## src/rtl/otp_part_buf_loader.sv

```systemverilog
// Loads one OTP partition word by word into a local buffer and checks the XOR digest
// held in the last word before exposing the data to the partition consumer.
module otp_part_buf_loader #(
  parameter int unsigned NumWords = 4,
  parameter int unsigned WordW    = 32,
  parameter int unsigned AddrW    = 11,
  parameter int unsigned BaseAddr = 0,
  parameter logic [NumWords*WordW-1:0] InvDefault = (NumWords*WordW)'(1)
) (
  input  logic                      clk_i,
  input  logic                      rst_ni,
  input  logic                      init_req_i,
  output logic                      init_done_o,
  output logic                      otp_req_o,
  output logic [AddrW-1:0]          otp_addr_o,
  input  logic                      otp_gnt_i,
  input  logic                      otp_rvalid_i,
  input  logic [WordW-1:0]          otp_rdata_i,
  input  logic                      otp_err_i,
  output logic [NumWords*WordW-1:0] part_buf_o,
  output logic                      part_valid_o,
  output logic                      part_err_o
);

  localparam int unsigned CntW = $clog2(NumWords);
  localparam int unsigned BufW = NumWords * WordW;
  localparam logic [CntW-1:0] LastCnt = CntW'(NumWords - 1);

  typedef enum logic [2:0] {StIdle, StReq, StWait, StDone, StError} state_e;

  state_e            state_q, state_d;
  logic [CntW-1:0]   cnt_q, cnt_d;
  logic [WordW-1:0]  acc_q, acc_d;
  logic [BufW-1:0]   part_q, part_d;
  logic              done_q, done_d;
  logic              term_q, term_d;

  always_ff @(posedge clk_i or negedge rst_ni) begin
    if (!rst_ni) begin
      state_q <= StIdle;
      cnt_q   <= '0;
      acc_q   <= '0;
      part_q  <= InvDefault;
      done_q  <= 1'b0;
    end else begin
      state_q <= state_d;
      cnt_q   <= cnt_d;
      acc_q   <= acc_d;
      part_q  <= part_d;
      done_q  <= done_d;
    end
  end

  always_comb begin
    state_d = state_q;
    cnt_d   = cnt_q;
    acc_d   = acc_q;
    part_d  = part_q;
    unique case (state_q)
      StIdle: begin
        if (init_req_i) begin
          cnt_d   = '0;
          acc_d   = '0;
          state_d = StReq;
        end
      end
      StReq: begin
        // A response with no read outstanding means the arbiter lost track.
        if (otp_rvalid_i) begin
          state_d = StError;
        end else if (otp_gnt_i) begin
          state_d = StWait;
        end
      end
      StWait: begin
        if (otp_rvalid_i) begin
          if (otp_err_i) begin
            state_d = StError;
          end else begin
            part_d[cnt_q*WordW +: WordW] = otp_rdata_i;
            if (cnt_q == LastCnt) begin
              state_d = (otp_rdata_i == acc_q) ? StDone : StError;
            end else begin
              acc_d   = acc_q ^ otp_rdata_i;
              cnt_d   = cnt_q + CntW'(1);
              state_d = StReq;
            end
          end
        end
      end
      StDone, StError: ;
      default: state_d = StIdle;
    endcase
  end

  // Pulse only on the transition into a terminal state.
  always_comb begin
    term_q = (state_q == StDone) || (state_q == StError);
    term_d = (state_d == StDone) || (state_d == StError);
    done_d = term_d && !term_q;
  end

  always_comb begin
    init_done_o  = done_q;
    otp_req_o    = (state_q == StReq);
    otp_addr_o   = AddrW'(BaseAddr) + AddrW'(cnt_q);
    part_valid_o = (state_q == StDone);
    part_err_o   = (state_q == StError);
    part_buf_o   = (state_q == StDone) ? part_q : InvDefault;
  end

endmodule

```

## config.mk

```make
export PLATFORM = sky130hd
export DESIGN_NAME = otp_part_buf_loader
export DESIGN_NICKNAME = d
export VERILOG_FILES = /design/src/rtl/otp_part_buf_loader.sv
export SDC_FILE = /design/constraint.sdc
export NUM_CORES = 1
export LEC_CHECK = 0
export ABC_CLOCK_PERIOD_IN_PS = 2000
export BUFFER_PORTS_ARGS = -buffer_cell sky130_fd_sc_hd__buf_2
export CAP_MARGIN = 10
export CORE_MARGIN = 2
export CORE_UTILIZATION = 55
export CTS_CLUSTER_SIZE = 20
export DETAILED_ROUTE_END_ITERATION = 6
export PLACE_DENSITY = 0.81
export SYNTH_ARGS = -nofsm -noshare
export SYNTH_HDL_FRONTEND = slang
export SYNTH_SLANG_ARGS = --single-unit
export TNS_END_PERCENT = 20
```

## constraint.sdc

```tcl
create_clock -name clk_i -period 2 [get_ports clk_i]
set_input_delay 0.2 -clock clk_i [delete_from_list [all_inputs] [get_ports clk_i]]
set_output_delay 0.2 -clock clk_i [all_outputs]
set_load 0.02 [all_outputs]
```

== Word-level counts from Yosys, hierarchy flattened ==
Cells that the tools add are included.

* $add $sub $neg: 2
* Multiply operators: 0
* Divide/modulo/power cells: 0
* $lt $le $gt $ge: 0
* Equality and inequality tests: 12
* Shifts and indexed selects: 2
* Mux-type cells: 20
* Bitwise logic cells: 2
* Reductions and logical operators: 9

{| class="wikitable"
|+ Operators by type and width
! kind !! count
|-
| bitwise mux 128 bit || 1
|-
| 2-to-1 mux 128 bit || 1
|-
| 2-to-1 mux 32 bit || 4
|-
| variable shift 32 x 34 -> 128 bit (first input constant) || 1
|-
| indexed part select 32 x 34 -> 128 bit || 1
|-
| case mux 32 bit (2 select lines) || 1
|-
| negator 7 -> 34 bit || 1
|-
| equality test 32 bit || 1
|-
| bitwise XOR 32 bit || 1
|-
| 2-to-1 mux 3 bit || 7
|-
| case mux 3 bit (4 select lines) || 1
|-
| equality test 3 x 2 -> 1 bit (second input constant) || 3
|-
| 2-to-1 mux 2 bit || 4
|-
| != test 2 bit (second input constant) || 4
|-
| equality test 3 bit (second input constant) || 2
|-
| AND reduction 5 bit || 1
|-
| case mux 2 bit (2 select lines) || 1
|-
| equality test 3 x 1 -> 1 bit (second input constant) || 1
|-
| logical NOT 3 bit || 1
|-
| AND reduction 3 bit || 1
|-
| adder 2 x 1 -> 2 bit (second input constant) || 1
|-
| equality test 2 bit (second input constant) || 1
|-
| logical OR 1 bit || 2
|-
| nonzero test 2 bit || 1
|-
| 4 further kinds || 4
|}

* Flip-flop bits (word level): 166
* Latch bits: 0
* Memory bits (writable): 0
* Memory bits (read-only): 0
* Memories: 0

== Logic depth before layout (Yosys ltp) ==
* Depth in word-level cells: 9
* Mapped depth: 9
* Depth with buffers taken out: 6

== Least setup slack after synthesis ==
OpenSTA, ideal clock, no wires.

* Kind: flip-flop to flip-flop
* Start point: reg cnt_q[0]
* End point: reg part_q[2]
* Setup time: 0.083 ns
* Arrival: 1.913 ns
* Slack: 0.004 ns
* Cell stages (with the launch flop): 7
* Path buffers: 1
* Clock period less this slack: 1.996 ns
* Cell sequence: dfrtp_1 inv_1 ha_1 nor3b_1 clkbuf_1 nand2_1 o21ai_0

* Longest elaborated chain between the ends: 3
* Elaborated cells between the ends (all ways): 4
* Those cells by class: add/sub: 1; shift: 2; mux: 1

{| class="wikitable"
|+ RTL lines
! item !! line !! source
|-
| start: declaration || 32 || <nowiki>logic [CntW-1:0] cnt_q, cnt_d;</nowiki>
|-
| start signal: assignment || 47 || <nowiki>cnt_q <= cnt_d;</nowiki>
|-
| negator 7 -> 34 bit * || 80 || <nowiki>part_d[cnt_q*WordW +: WordW] = otp_rdata_i;</nowiki>
|-
| indexed part select 32 x 34 -> 128 bit / variable shift 32 x 34 -> 128 bit (equally long branches) || 80 ||
|-
| bitwise mux 128 bit * || 80 ||
|-
| end signal: assignment || 43 || <nowiki>part_q <= InvDefault;</nowiki>
|-
| end signal: assignment || 49 || <nowiki>part_q <= part_d;</nowiki>
|-
| end: declaration || 34 || <nowiki>logic [BufW-1:0] part_q, part_d;</nowiki>
|}

Every way passes the cells marked *; elsewhere a longest branch is shown, timed or not.
A chain may end at the register's enable or synchronous reset.

== Worst setup path after layout ==
* Start point: reg state_q[2]
* End point: out part_buf_o[38]

* Longest elaborated chain between the ends: 2

{| class="wikitable"
|+ RTL lines
! item !! line !! source
|-
| start: declaration || 31 || <nowiki>state_e state_q, state_d;</nowiki>
|-
| start signal: assignment || 40 || <nowiki>state_q <= StIdle;</nowiki>
|-
| start signal: assignment || 46 || <nowiki>state_q <= state_d;</nowiki>
|-
| equality test 3 x 2 -> 1 bit || 109 || <nowiki>part_buf_o = (state_q == StDone) ? part_q : InvDefault;</nowiki>
|-
| 2-to-1 mux 128 bit || 109 ||
|-
| end: declaration || 20 || <nowiki>output logic [NumWords*WordW-1:0] part_buf_o,</nowiki>
|}

No other way between the ends.

==> impl_metrics.tcl <==
set metrics [dict create \
    syn_to_final_growth_pct 27.5 \
    core.rowCount 44 \
    grt_max_degree 65 \
    remaining_drc_errors 0 \
    violations "negative setup slack" \
    layout_common_cells "291 x nand2_1, 163 x dfrtp_1, 149 x o21ai_0" \
    setup_ws_ps -34.7 \
    synth_area_per_cell_um2 8.25 \
    routedWlPerCell_um 17.5 \
    vdd_drop_max_v 0.000616 \
    slew_violations 0 \
    grt_pass1_wl_mm 36.9 \
    gr-usage-met1_pct 41.3 \
    p_leak_nw 4.95 \
    finalNonFillerCells 1343 \
    netlist_instances 1003 \
    rsz0062_at_grt "true" \
    pre_cts_slack_ps 48.0 \
    grt_pass1_vias 6947 \
    mostFrequentLayoutCell "nand2_1" \
    cts_tree "done" \
    netlist_area_um2 8280 \
    clock.fmax_ghz 0.491 \
    grtUsageMet2_pct 47.2 \
    hold_viol 0 \
    cts_made_buffers 17 \
    clk_pin_slew_worst_paths_ps 60 \
    worstSetupPathType "reg -> out" \
    synth-seq-cells 166 \
    fin_tns_setup_ps -53.6 \
    worstHoldPathType "in -> reg" \
    cp-end-kind "output pin" \
    clock_latency_ps 430 \
    viasPerCell 5.44 \
    drt_iter0_drc 609 \
    finish.utilization_pct 72.1 \
    outcome "finished with violations" \
    power_density_nw_per_um2 895 \
    nets 1189 \
    synth_cell_type_count 37 \
    cp.required_ps 1800 \
    final-setup-viol-count 2 \
    wl_mm 23.4 \
    grt_overflow 0 \
    start_util_pct 56.5 \
    first_pass_iters 5 \
    die_w_um 127 \
    ys_warn_count 0 \
    cp-start-kind "flop" \
    htreeDepth 4 \
    gp_congestion 0.828 \
    post-route-cell-area_um2 10600 \
    placed_cell_area_um2 9400 \
    async_reset_ff_share_pct 100 \
    ys_seq_area_share_pct 50.2 \
    clk_path_buf_depth 2 \
    core_um2 14600 \
    cts_sinks 166 \
    fp.dieH_um 127 \
    vias 7307 \
    period_minus_slack_ps 2030 \
    track_usage_pct 29.5 \
    met3_usage_pct 5.86 \
    crit_arrival_ps 1830 \
    dieArea_um2 16000 \
    ys.flop_type "dfrtp_1" \
    io_buffers 171 \
    diodes 0 \
    drive_gt1_share_pct 23.6 \
    root_buffer "clkbuf_16" \
    fin_worst_skew_ps 8.56 \
    synth_edf_count 0 \
    period_share_pct 102 \
    hpwl_mm 15.0 \
    io_pins 181 \
    antenna_found_initial 0 \
    ant_nets 0 \
    busiest_layer "met2" \
    dp.cells 1305 \
    drv_cap 0 \
    cp_max_fo 27 \
]
-- routing by layer --
layer	part of all wire (%)	up-vias
li1	-	3459
met1	43	3483
met2	48	331
met3	6.9	34
met4	1.8	0
met5	0	-
-- worst max-delay path, cell delays in order, from the launching register on --
cell and delay (ps):
dfrtp_2 410, and3b_4 380, buf_12 130, buf_16 150
and2_1 180, buf_6 140
-- cells in the mapped netlist (all sizes together) (4+ instances only) --
| library cell | n | share of area, % |
|---|---|---|
| nor2 | 37 | 1.7 |
| xnor2 | 32 | 3.4 |
| ha | 5 | 0.76 |
| clkbuf | 66 | 3.1 |
| dfrtp | 165 | 50 |
| nor3b | 4 | 0.36 |
| nand2 | 295 | 13 |
| nand4 | 8 | 0.60 |
| buf | 40 | 2.9 |
| and2 | 129 | 9.7 |
| o21ai | 193 | 12 |
| a21oi | 4 | 0.24 |
-- power by group --
| group | switching, mW | leakage [nW] | internal [mW] |
|---|---|---|---|
| Combinational | 1.30 | 2.38 | 0.831 |
| Sequential | 0.261 | 2.28 | 3.74 |
| Clock | 1.32 | 0.286 | 2.00 |
| Total | 2.87 | 4.95 | 6.58 |
-- final timing paths --
kind                                  from  slack (ps)  depth (start not counted)        endpoint
setup / recovery                state_q[2]         -30                          5  part_buf_o[38]
hold / removal             otp_rdata_i[17]          80                          3       acc_q[17]
setup reg to reg                  cnt_q[0]         100                          7        acc_q[1]
hold reg to reg                 part_q[35]         470                          2      part_q[35]
max in group asynchronous           rst_ni        1140                          3      state_q[2]
min in group asynchronous           rst_ni         210                          2      part_q[90]
-- final cells by class --
cell class              count  area (um2)
inverters                   3        11.3
clock inverters             7        92.6
flip-flops and latches    166        4160
multi-input cells         736        3710
fillers                  1074        4090
repair buffers            222        1850
clock buffers              25         505
well taps                 184         230
-- logic make-up after synthesis --
kind of cell    count (synthesis)  synth area share, %
compound gates                204                 12.6
xor+xnor                       32                 3.39
fa+ha+maj                       5                0.756
buf+inv                       109                 6.09
flops                         166                 50.2
other cells                     1               0.0453
simple gates                  486                 26.9
-- repair_timing --
| item | in CTS | in global routing |
|---|---|---|
| cloned | 2 | 0 |
| setup buffers | 4 | 0 |
| resized for setup | 79 | 87 |
| setup endpoints to repair | 85 | 167 |
| hold buffers | 1 | 0 |
| hold endpoints to repair | 115 | 0 |
-- registers in the layout, indices dropped and copies added, names as in the netlist --
name	cells
init_done_o	1
acc_q	32
state_q	3
cnt_q	2
part_q	128
-- stage by stage --
step / hold slack [ps] / power, mW
after global placement: 90.1 / 5.91
after global routing: 88.1 / 9.87
after floorplan: -95.6 / 5.20
final: 80.5 / 9.45
after detailed placement: 87.9 / 5.98
after CTS: 70.4 / 9.38
No activity file was read; power rests on OpenSTA's default activity.
